==> src/rtl/irq_ctrl_pkg.sv <==
// Shared definitions for the interrupt controller: FSM state encodings and
// configuration-select codes.
package irq_ctrl_pkg;

   typedef enum logic [1:0] {
      IRQ_IDLE = 2'd0,
      IRQ_REQ  = 2'd1,
      IRQ_SERV = 2'd2
   } irq_state_e;

   typedef enum logic [1:0] {
      CFG_MASK = 2'b00,
      CFG_W1C  = 2'b01,
      CFG_W1S  = 2'b10,
      CFG_NOP  = 2'b11
   } cfg_sel_e;

endpackage

==> src/rtl/irq_prio_enc.sv <==
// Lowest-index-wins priority encoder; index is zero-extended to IDX_W bits.
module irq_prio_enc
   import irq_ctrl_pkg::*;
#(
   parameter int NUM_SRC = 8,
   parameter int IDX_W   = 3
) (
   input  logic [NUM_SRC-1:0] req,
   output logic               valid,
   output logic [IDX_W-1:0]   idx
);

   // Scan from the top down so the last hit, the lowest index, wins.
   always_comb begin
      valid = 1'b0;
      idx   = '0;
      for (int i = NUM_SRC - 1; i >= 0; i--) begin
         if (req[i]) begin
            valid = 1'b1;
            idx   = IDX_W'(i);
         end
      end
   end

endmodule

==> src/rtl/irq_ctrl.sv <==
// Interrupt controller in front of the core's single interrupt input.
// Define IRQ_SYNC_EN to pass irq_src through a two-flop synchronizer.
module irq_ctrl
   import irq_ctrl_pkg::*;
#(
   parameter int NUM_SRC   = 8,
   parameter int VEC_WIDTH = 3
) (
   input  logic                 clk,
   input  logic                 reset,
   input  logic [NUM_SRC-1:0]   irq_src,
   input  logic                 cfg_wr_en,
   input  logic [1:0]           cfg_sel,
   input  logic [NUM_SRC-1:0]   cfg_wdata,
   input  logic                 ps_irq_ack,
   input  logic                 ps_irq_rti,
   output logic                 interrupt,
   output logic [VEC_WIDTH-1:0] irq_vec,
   output logic [NUM_SRC-1:0]   irq_mask,
   output logic [NUM_SRC-1:0]   irq_pend,
   output logic                 irq_active
);

   logic [NUM_SRC-1:0]   src_s;
   logic [NUM_SRC-1:0]   src_prev;
   logic [NUM_SRC-1:0]   src_rise;
   logic [NUM_SRC-1:0]   pend_q;
   logic [NUM_SRC-1:0]   pend_d;
   logic [NUM_SRC-1:0]   pend_no_ack;
   logic [NUM_SRC-1:0]   mask_q;
   logic [NUM_SRC-1:0]   w1c_bits;
   logic [NUM_SRC-1:0]   w1s_bits;
   logic [NUM_SRC-1:0]   ack_bits;
   logic [NUM_SRC-1:0]   cand;
   logic                 mask_wr;
   logic                 cand_valid;
   logic [VEC_WIDTH-1:0] winner;
   logic [VEC_WIDTH-1:0] irq_vec_q;
   logic [VEC_WIDTH-1:0] irq_vec_d;
   logic                 ack_take;
   logic                 withdraw;
   irq_state_e           state_q;
   irq_state_e           state_d;
   cfg_sel_e             sel;

`ifdef IRQ_SYNC_EN
   logic [NUM_SRC-1:0] sync_q1;
   logic [NUM_SRC-1:0] sync_q2;

   always_ff @(posedge clk or negedge reset) begin
      if (!reset) begin
         sync_q1 <= '0;
         sync_q2 <= '0;
      end else begin
         sync_q1 <= irq_src;
         sync_q2 <= sync_q1;
      end
   end

   assign src_s = sync_q2;
`else
   assign src_s = irq_src;
`endif

   always_ff @(posedge clk or negedge reset) begin
      if (!reset) begin
         src_prev <= '0;
      end else begin
         src_prev <= src_s;
      end
   end

   assign src_rise = src_s & ~src_prev;

   assign sel      = cfg_sel_e'(cfg_sel);
   assign mask_wr  = cfg_wr_en && (sel == CFG_MASK);
   assign w1c_bits = (cfg_wr_en && (sel == CFG_W1C)) ? cfg_wdata : '0;
   assign w1s_bits = (cfg_wr_en && (sel == CFG_W1S)) ? cfg_wdata : '0;

   assign ack_take = (state_q == IRQ_REQ) && ps_irq_ack;
   assign ack_bits = ack_take ? (NUM_SRC'(1) << irq_vec_q) : '0;

   // Sets (edge or W1S) dominate clears; pend_no_ack leaves out the ack clear
   // so the withdraw decision does not loop back through the FSM.
   assign pend_no_ack = src_rise | w1s_bits | (pend_q & ~w1c_bits);
   assign pend_d      = src_rise | w1s_bits | (pend_q & ~(w1c_bits | ack_bits));

   always_ff @(posedge clk or negedge reset) begin
      if (!reset) begin
         pend_q <= '0;
         mask_q <= '1;
      end else begin
         pend_q <= pend_d;
         if (mask_wr) begin
            mask_q <= cfg_wdata;
         end
      end
   end

   assign cand = pend_q & ~mask_q;

   irq_prio_enc #(
      .NUM_SRC (NUM_SRC),
      .IDX_W   (VEC_WIDTH)
   ) u_prio_enc (
      .req   (cand),
      .valid (cand_valid),
      .idx   (winner)
   );

   assign withdraw = !pend_no_ack[irq_vec_q] || mask_q[irq_vec_q];

   always_ff @(posedge clk or negedge reset) begin
      if (!reset) begin
         state_q   <= IRQ_IDLE;
         irq_vec_q <= '0;
      end else begin
         state_q   <= state_d;
         irq_vec_q <= irq_vec_d;
      end
   end

   // The vector is captured only on leaving IDLE and stays frozen through
   // REQ and SERV, so later arrivals never preempt the one being serviced.
   always_comb begin
      state_d   = state_q;
      irq_vec_d = irq_vec_q;
      case (state_q)
         IRQ_IDLE: begin
            if (cand_valid) begin
               state_d   = IRQ_REQ;
               irq_vec_d = winner;
            end
         end
         IRQ_REQ: begin
            if (ack_take) begin
               state_d = IRQ_SERV;
            end else if (withdraw) begin
               state_d = IRQ_IDLE;
            end
         end
         IRQ_SERV: begin
            if (ps_irq_rti) begin
               state_d = IRQ_IDLE;
            end
         end
         default: begin
            state_d = IRQ_IDLE;
         end
      endcase
   end

   assign interrupt  = (state_q == IRQ_REQ);
   assign irq_active = (state_q == IRQ_SERV);
   assign irq_vec    = irq_vec_q;
   assign irq_mask   = mask_q;
   assign irq_pend   = pend_q;

endmodule

==> config.mk <==
export PLATFORM = sky130hd
export DESIGN_NAME = irq_ctrl
export DESIGN_NICKNAME = d
export VERILOG_FILES = /design/src/rtl/irq_ctrl_pkg.sv /design/src/rtl/irq_prio_enc.sv /design/src/rtl/irq_ctrl.sv
export SDC_FILE = /design/constraint.sdc
export NUM_CORES = 1
export LEC_CHECK = 0
export ABC_AREA = 1
export CAP_MARGIN = 20
export CORE_ASPECT_RATIO = 1.75
export CORE_MARGIN = 2
export CORE_UTILIZATION = 30
export DETAILED_ROUTE_END_ITERATION = 12
export DONT_BUFFER_PORTS = 1
export PLACE_DENSITY = 0.56
export SKIP_CTS_REPAIR_TIMING = 1
export SLEW_MARGIN = 20
export SYNTH_ARGS = -nofsm -noshare
export SYNTH_HDL_FRONTEND = slang
export SYNTH_HIERARCHICAL = 1
export SYNTH_SLANG_ARGS = --single-unit
==> constraint.sdc <==
create_clock -name clk -period 2.1 [get_ports clk]
set_clock_uncertainty 0.1 [all_clocks]
set_input_delay 0.315 -clock clk [delete_from_list [all_inputs] [get_ports clk]]
set_output_delay 0.315 -clock clk [all_outputs]
set_load 0.02 [all_outputs]
# ---- After elaboration in Yosys (flattened, before gate mapping)
# Cells that the tools add are included.
# W data, S select, Z words.
dict set report totals {
  ff_bits 29
  latch_bits 0
  mem_bits_rw 0
  rom_bits 0
  input_bits 23
  out_inout_bits 21
  elab_cells 64
  mem_count 0
}
dict set report op_classes {
  n_addsub 0
  mul 0
  div 0
  magnitude_cmp 1
  eq_ne 7
  shift 1
  muxes 28
  bitwise_logic 12
  reduce_logical 10
}
# op count
set op_table {}
lappend op_table {{$and A8 B8 Y8} 4}
lappend op_table {{$not A8 Y8} 4}
lappend op_table {{$or A8 B8 Y8} 4}
lappend op_table {{$mux W3} 8}
lappend op_table {{$mux W8} 3}
lappend op_table {{$mux W1} 10}
lappend op_table {{$mux W2} 4}
lappend op_table {{$shl A1 B3 Y8 const A} 1}
lappend op_table {{$bmux W1 S3} 2}
lappend op_table {{$pmux W2 S3} 1}
lappend op_table {{$eq A2 B1 Y1 const B} 2}
lappend op_table {{$eq A2 B2 Y1 const B} 2}
lappend op_table {{$logic_and A1 B1 Y1} 4}
lappend op_table {{$logic_not A2 Y1} 2}
lappend op_table {{$lt A3 B4 Y1 const B} 1}
lappend op_table {{$ne A2 B2 Y1 const B} 2}
lappend op_table {{$ne A3 B1 Y1 const B} 1}
lappend op_table {{$reduce_and A3 Y1} 1}
lappend op_table {{$reduce_and A2 Y1} 1}
lappend op_table {{$logic_not A1 Y1} 1}
lappend op_table {{$logic_or A1 B1 Y1} 1}

# ---- Longest topological paths before layout
# Gate-level depths: netlist of the first run.
dict set report logic_depth {
  ltp_word 13
  mapped_depth 12
}

# ---- Hierarchy
# Netlist of the first run, hierarchy kept.
# module n_inst cells_per_inst area_each_um2 seq_area_each_um2
set modules_own_cells {}
lappend modules_own_cells {irq_ctrl 1 192 1539.0 735.7}
lappend modules_own_cells {irq_prio_enc 1 22 98.8 0.0}

# ---- Least setup slack after synthesis of the first run
# No wires, ideal clock.
dict set report synth_path {
  path_kind {register to register}
  from {reg mask_q[7], in the netlist irq_mask[7]}
  to {reg irq_vec_q[0], in the netlist irq_vec[0]}
  setup_time_ns 0.078
  t_arrival_ns 1.401
  required_time_ns 1.922
  setup_slack_ns 0.521
  path_stages_with_launch 8
  synth_period_minus_slack_ns 1.579
  cell_sequence {dfstp_2 > nor2_1 > or2_1 > nor3_2 > nand2_1 > nand3_1 > nor2_1 > a21oi_1}
}
dict set report synth_via {
  elab_chain_len 11
  word_cells_on_any_way 19
}
# element line_no
set synth_lines {}
lappend synth_lines {{from (decl)} irq_ctrl.sv:30} ;# logic [NUM_SRC-1:0] mask_q;
lappend synth_lines {{from (signal assigned)} irq_ctrl.sv:95} ;# mask_q <= cfg_wdata;
lappend synth_lines {{$not A8 Y8} irq_ctrl.sv:100} ;# assign cand = pend_q & ~mask_q;
lappend synth_lines {{$and A8 B8 Y8} irq_ctrl.sv:100}
lappend synth_lines {{via cand[7]} irq_ctrl.sv:34} ;# logic [NUM_SRC-1:0] cand;
lappend synth_lines {{$mux W1 (8 in a row)} irq_prio_enc.sv:18} ;# if (req[i]) begin
lappend synth_lines {{via cand_valid} irq_ctrl.sv:36} ;# logic cand_valid;
lappend synth_lines {{$reduce_and A2 Y1 (no source line)} -}
lappend synth_lines {{to (signal assigned)} irq_ctrl.sv:119} ;# irq_vec_q <= irq_vec_d;
lappend synth_lines {{to (decl)} irq_ctrl.sv:38} ;# logic [VEC_WIDTH-1:0] irq_vec_q;
# The timed path passes the listed nets, and every way through them passes these cells.
# A chain may end at the register's enable or synchronous reset.

# ---- Worst setup path in the final report of the first run
dict set report layout_path {
  from {reg mask_q[7], in the netlist irq_mask[7]}
  to {reg irq_vec_q[2], in the netlist irq_vec[2]}
}
# The elaborated chain is that of the path after synthesis.

==> results of run 1 <==
==> worst register-to-register path: cells and delay by family (launching register included) <==
| family | cells | cell delay [ns] |
|---|---|---|
| simple gates | 6 | 0.87 |
| flops | 1 | 0.62 |
| compound gates | 1 | 0.12 |
==> routing by layer <==
metal  routed length, um  track usage
met1                1560        0.155
met2                2510        0.282
met3                 268       0.0498
met4                 165       0.0957
met5                   0            0
==> flip-flops by register name, summed over array words and instances, names as in the netlist <==
signal,flops
src_prev,8
state_q,2
irq_vec,3
irq_mask,8
irq_pend,8
==> final timing paths <==
kind | to | startpoint | slack, ns
min in group asynchronous | src_prev[6] | reset | 0.36
max in group asynchronous | irq_mask[1] | reset | 1.29
worst max register to register | irq_vec[2] | irq_mask[7] | 0.32
worst min-delay path | state_q[1] | ps_irq_rti | 0.03
worst min register to register | state_q[1] | state_q[0] | 0.40
worst max-delay path | irq_vec[2] | irq_mask[7] | 0.32
==> cell families (layout without fill, tap and decap cells) <==
family,after synthesis,in the layout,share of synthesized area
buffers and inverters,49,65,0.137
multiplexers,5,5,0.0344
flip-flops,29,29,0.449
AND/OR/NAND/NOR,110,110,0.303
AO/OA/AOI/OAI,21,21,0.0764
==> power groups by stage <==
stage               combinational, mW  clock (mW)  sequential, mW
finish                          0.732       0.471           0.946
global route                    0.843       0.500           0.969
CTS                             0.708       0.484           0.951
detailed placement              0.704           0           0.960
global placement                0.701           0           0.956
floorplan                       0.541           0           0.930
==> final cells by class <==
| type | instances | area (um2) |
|---|---|---|
| clock buffer | 8 | 90.1 |
| multi-input combinational | 136 | 678 |
| sequential | 29 | 736 |
| timing repair buffer | 12 | 125 |
| inverter | 45 | 179 |
| fill | 565 | 3380 |
| tap | 55 | 68.8 |
==> synth_stat cells <==
library cell | n | share of area
sky130_fd_sc_hd__a21oi_1 | 4 | 0.012
sky130_fd_sc_hd__a31oi_1 | 1 | 0.0038
sky130_fd_sc_hd__buf_6 | 4 | 0.027
sky130_fd_sc_hd__dfrtp_1 | 21 | 0.32
sky130_fd_sc_hd__dfstp_2 | 8 | 0.13
sky130_fd_sc_hd__inv_1 | 43 | 0.099
sky130_fd_sc_hd__inv_6 | 2 | 0.011
sky130_fd_sc_hd__mux2_2 | 5 | 0.034
sky130_fd_sc_hd__nand2_1 | 44 | 0.10
sky130_fd_sc_hd__nand3_1 | 12 | 0.037
sky130_fd_sc_hd__nand3_4 | 1 | 0.011
sky130_fd_sc_hd__nand4_1 | 14 | 0.053
sky130_fd_sc_hd__nor2_1 | 28 | 0.064
sky130_fd_sc_hd__nor3_1 | 9 | 0.027
sky130_fd_sc_hd__nor3_2 | 1 | 0.0061
sky130_fd_sc_hd__o211ai_1 | 4 | 0.018
sky130_fd_sc_hd__o21ai_0 | 6 | 0.018
sky130_fd_sc_hd__o21ai_1 | 2 | 0.0061
sky130_fd_sc_hd__o21bai_1 | 2 | 0.0092
sky130_fd_sc_hd__o22ai_1 | 1 | 0.0038
sky130_fd_sc_hd__o31ai_1 | 1 | 0.0046
sky130_fd_sc_hd__or2_1 | 1 | 0.0038
==> metrics by stage <==
| step | utilization | std cells | area [um2] |
|---|---|---|---|
| floorplan | - | 214 | 1640 |
| global placement | 0.319 | 267 | 1680 |
| detailed placement | 0.319 | 267 | 1680 |
| CTS | 0.336 | 275 | 1770 |
| global route | 0.357 | 285 | 1880 |
| finish | 0.357 | 285 | 1880 |
==> reports/results.txt, run 1 <==
The flow ran to the end, and the final reports show no timing, DRC or antenna violations. Setup violations remaining at the end of the flow were counted as 0. The netlist uses 22 different library cells. The average instance in the mapped netlist occupies 7.65 um2.

Across all hold checks on the routed design, the worst slack comes to 0.0327 ns. The vias per cell is 5.07, and the areal power density over the cells is 1140 mW/mm2. The tools report the global router's overall resource usage as 0.159. STA puts the critical path data required time at 2.21 ns. The logs give 0.341 for the logic gate share of total power and 214 for the instance count of the mapped netlist.

The post-route clock period utilization is 0.849, and the total half-perimeter wirelength after legalization and detailed placement is 3550 um. The final hold violation count was 0. The max-slew headroom at the worst pin was 0.747; the count of routing violations after the opening detailed-route iteration was 38.

Counting every sink on the clock net gives 29. The number of antenna violations at the first check in global routing came out at 0. The critical path goes through nor2_1 -> or2_1 -> nor3_2 -> nand2_1 -> nand3_1 -> nor2_1 -> a21oi_1. The logs give 0 for the post-route antenna net violation count and 0.219 for the part of the total power dissipated in the clock network. The count of cells along the worst hold path was 1; the sum of buffers and inverters on the critical path was 0. Summed over all cells, the static leakage comes to 0.934 nW.

Overall power consumption after layout is estimated at 2.15 mW. The clock-pin slew of the registers on the worst-case setup and hold paths is 0.07 ns, and the placeable core region is 0.00526 mm2. The run gives 0.919 mW as the power dissipated by switching net loads. The number of nets handed over by synthesis was 237. Of all nets on the critical path, the largest fanout is 7.

The run gives 1,444 as the count of vias placed by the detailed router. Cell internal power was estimated by the tool at 1.23 mW. The fraction of power spent switching nets is 0.427, and the flip-flop and latch count after synthesis is 29. The number of port buffers is 0, and the die extent in y is 102 um. The first global-routing pass estimated 7060 um of wire. The maximum number of buffers from clock root to sink is 2, and the share of synthesized area occupied by flip-flops and latches is 0.449.

The tools report the endpoint type of the worst setup path as a flip-flop. The max-slew violation count is 0, and the synthesis-to-layout area growth is 14.6%. The setup path with the least slack is of type reg2reg.

Entering global routing, the biggest net connects 30 pins. The share of layout cells above drive strength 1 is 0.113. Static timing analysis puts the maximum clock frequency at 0.561 GHz. The cell seen most often among critical-path stages was sky130_fd_sc_hd__nor2_1. The clock latency at the later pin of the worst-skew pair was 0.28 ns. CTS built an H-tree with a depth of 2. Worst min-delay path class: in2reg. The tools report the kind of launch point of the worst setup path as a flip-flop.

The run gives 6 as the number of warnings issued by yosys. The sequential share of power was 0.440; the shortest clock period the worst path allows after layout was 1.78 ns. The cell area that synthesis handed to floorplanning was 0.00164 mm2.

The setup TNS is 0 ns. The run gives 1,474 as the via count of the first global-routing pass. The worst-path cell with the longest stage delay was sky130_fd_sc_hd__dfstp_2. TritonCTS built the clock tree. The top cell types in the final layout, fill and taps aside, are sky130_fd_sc_hd__nand2_1, sky130_fd_sc_hd__inv_1, sky130_fd_sc_hd__nor2_1, sky130_fd_sc_hd__dfrtp_1, sky130_fd_sc_hd__nand4_1. Summed over all layers, the global routing overflow is 0. Count of boundary I/O pins: 44. The chip width works out to 59.9 um.

On the critical path the largest part of the delay comes from simple AND/OR/NAND/NOR gates. The tree is rooted in a sky130_fd_sc_hd__clkbuf_8. The worst register-to-register path has a depth of 7.

For the final-stage net count, the log shows 252. The floorplan has 35 rows. Across the VDD grid, the largest voltage drop is 385 uV. The repair_antennas step left the layout with diodes totalling 0. The final worst slack was 0.317 ns; the total CTS buffers was 5. The worst setup slack after placement is 0.320 ns. The first detailed-routing pass took 4 iterations. On the worst path, the slowest cell contributes a delay of 0.62 ns. The area of the die was 0.00609 mm2; the depth of the critical timing path with buffers and inverters included was 7. The initial standard-cell utilization of the core is 0.312, and the detailed-route wire length is 4500 um. The tools report the last weighted congestion value of the routability-driven placer as 0.850.

The library cell used most frequently in the layout, excluding fill and tap cells, is sky130_fd_sc_hd__nand2_1. The tools report the endpoint arrival time on the critical path as 1.89 ns. Setup repair after global routing left no endpoint under its margin.

The mean routed wirelength per cell came out at 15.8 um. Max-cap violations in this run came to 0. The number of remaining DRC errors was 0. The slew at the pin closest to its max-slew limit is 0.377 ns.
Note: power is estimated with default switching activity, not from simulation.
==> run 2, diff against run 1 <==
--- a/config.mk
+++ b/config.mk
@@ -12,7 +12,7 @@
 export CORE_UTILIZATION = 30
 export DETAILED_ROUTE_END_ITERATION = 12
 export DONT_BUFFER_PORTS = 1
-export PLACE_DENSITY = 0.56
+export PLACE_DENSITY = 0.57
 export SKIP_CTS_REPAIR_TIMING = 1
 export SLEW_MARGIN = 20
 export SYNTH_ARGS = -nofsm -noshare
==> constraint.sdc (replaced) <==
create_clock -name clk -period 1.56 [get_ports clk]
set_clock_uncertainty 0.1 [all_clocks]
set_input_delay 0.234 -clock clk [delete_from_list [all_inputs] [get_ports clk]]
set_output_delay 0.234 -clock clk [all_outputs]
set_load 0.02 [all_outputs]
==> run 2 against run 1 <==
Against the previous run:
- the run now ends with negative hold slack, negative setup slack left
- total power rose by 52%
- sequential share of layout area fell by 4.3 points
- routed wire length rose by 9.3%
- combinational power rose by 110%
- sequential power rose by 15%
- die area did not move
- sequential cell count did not move
- worst hold slack got worse by 0.045 ns
- critical path depth did not move
- maximum frequency rose by 12%
- largest cell class unchanged
- largest power group is now combinational logic
==> reports/results.txt, run 2 (synthesis gave the netlist of run 1 again) <==
The first global-routing pass estimated 7580 um of wire. The logs give 1,551 for the count of vias placed by the detailed router and 1,555 for the via count of the first global-routing pass. Multi-input combinational cell area: 726 um2. From left edge to right edge, the die measures 59.9 um. The fraction of power spent switching nets is 0.422. The synthesis-to-layout area growth was 28.6%.

In the final routed layout, each cell accounts on average for 16.0 um. The worst setup path is launched from a flip-flop. TritonCTS built the clock tree. The tools report the register cell area after layout as 736 um2.

The areal power density over the cells was 1550 mW/mm2; the shortest clock period the worst path allows after layout was 1.59 ns. The number of remaining DRC errors came out at 0. The worst setup path is captured at a flip-flop.

The first routing iteration left 24 violations. The sequential share of power is 0.334. The clock latency at the later pin of the worst-skew pair is 0.29 ns. Of all nets on the critical path, the largest fanout is 7. The site row count was 35; the final-stage net count was 276.

The run gives 0.196 as the part of the total power dissipated in the clock network. The logs give 0 for the max-capacitance violation count and 3780 um for the total half-perimeter wirelength after legalization and detailed placement. The share of layout cells above drive strength 1 works out to 0.229. The tools report the max-slew violation count as 0.

Max-slew headroom at the worst pin: 0.735. Measured along the y axis, the die boundary spans 102 um. The top routing layer in use is met4.

The detailed router put a total of 1780 um of wire on met1. Routability-driven placement finished with a final weighted congestion of 0.878. The run gives 5 as the total CTS buffers. For the internal power, the log shows 1.88 mW. The worst-case IR drop observed on VDD is 476 uV. Before antenna repair, the detailed router went through 4 iterations. In the layout the commonest cells are sky130_fd_sc_hd__inv_1, sky130_fd_sc_hd__nand2_1, sky130_fd_sc_hd__buf_4, sky130_fd_sc_hd__nor2_1, sky130_fd_sc_hd__dfrtp_1. Number of antenna violations at the first check in global routing: 0. The clock sink count came out at 29.

The tree is rooted in a sky130_fd_sc_hd__clkbuf_8. For the count of boundary I/O pins, the log shows 44. For the endpoint arrival time on the critical path, the log shows 1.70 ns. The die covers 0.00609 mm2.

The global router's overall resource usage is 0.171, and the largest net degree at the start of global routing is 30. The classification of the worst setup path was reg2reg. In the detailed route, the total length drawn on met2 is 2820 um.

The logic gate share of total power is 0.470, and the filler cell count in the final layout is 586. After global routing the overflow that remains totals 0. The final hold violation count was 4; the number of port buffers was 0. The post-route antenna net violation count came out at 0.

For this design the static power due to leakage is 1.05 nW. Power dissipated by switching net loads: 1.37 mW. Summed over all layers, the routed wires come to 4920 um. The repair_antennas step left the layout with diodes totalling 0. The vias per cell works out to 5.04.

The region available for standard cell placement spans 0.00526 mm2. The clock passes through at most 2 buffers. The logs give 2 for the final setup violation count and 2 for the count of H-tree levels built during CTS. The post-route clock period utilization works out to 1.02. STA puts the critical path data required time at 1.68 ns.

Worst min-delay path class: in2reg. The fraction of the core area covered by cells at the end of the flow is 0.401, and the total length of routed met3 wires is 197 um. Setup repair after global routing could not meet its margin everywhere.

The initial standard-cell utilization of the core is 0.312. The checks that failed: negative hold slack, negative setup slack. The run gives -0.0262 ns as the final worst slack. At the pin with the least slew margin, the transition time is 0.395 ns. The worst hold slack was -0.0122 ns; the clock-pin slew of the registers on the worst-case setup and hold paths was 0.06 ns. The flow ran to the end, but the final reports show violations.

The library cell used most frequently in the layout, excluding fill and tap cells, is sky130_fd_sc_hd__inv_1. The achievable frequency came out at 0.630 GHz.
## run 2: changes by cell type in the layout (fill, tap and decap cells not counted), sizes merged
cell         delta
buf            +22
clkbuf          -1
dlygate4sd3     +2
## run 2: layout make-up
class / count / area share
sequential: 29 / 0.349
clock buffer: 7 / 0.0410
timing repair buffer: 36 / 0.147
tap: 55 / 0.0327
inverter: 45 / 0.0850
multi-input combinational: 136 / 0.345
## run 2: per-layer routing
layer,GRT usage,vias up
met2,0.315,43
li1,-,762
met1,0.181,736
met4,0.0684,0
met5,0,-
met3,0.0345,10
## run 2: worst paths after layout
check | depth (start not counted) | from | slack, ns | to
worst min register to register | 1 | state_q[0] | 0.39 | state_q[1]
worst max register to register | 7 | irq_mask[7] | -0.03 | irq_vec[0]
worst max-delay path | 7 | irq_mask[7] | -0.03 | irq_vec[0]
min in group asynchronous | 2 | reset | 0.31 | src_prev[2]
worst min-delay path | 2 | cfg_wdata[2] | -0.01 | irq_mask[2]
max in group asynchronous | 2 | reset | 0.80 | irq_mask[5]
## run 2: critical path, stage by stage (launching register included)
cell                      delay [ns]
sky130_fd_sc_hd__dfstp_2        0.56
sky130_fd_sc_hd__nor2_4         0.04
sky130_fd_sc_hd__or2_4          0.24
sky130_fd_sc_hd__nor3_4         0.19
sky130_fd_sc_hd__nand2_2        0.10
sky130_fd_sc_hd__nand3_4        0.12
sky130_fd_sc_hd__nor2_1         0.06
sky130_fd_sc_hd__a21oi_1        0.11
## run 2: metrics by stage
stage / setup slack [ns] / instances / setup TNS (ns) / total power, mW / instance area (um2)
2_1_floorplan: 0.0286 / 214 / 0 / 1.99 / 1640
3_3_place_gp: -0.0362 / 289 / -0.0654 / 2.48 / 1850
3_5_place_dp: -0.0417 / 289 / -0.111 / 2.50 / 1850
4_1_cts: -0.0549 / 296 / -0.162 / 3.15 / 1930
5_1_grt: -0.101 / 308 / -0.363 / 3.48 / 2110
6_report: -0.0262 / 308 / -0.0341 / 3.26 / 2110
## run 2: power groups by stage
stage	sequential, mW	combinational, mW	clock, mW
floorplan	1.25	0.736	0
global placement	1.08	1.40	0
detailed placement	1.09	1.41	0
CTS	1.08	1.41	0.654
global route	1.12	1.69	0.678
finish	1.09	1.53	0.639
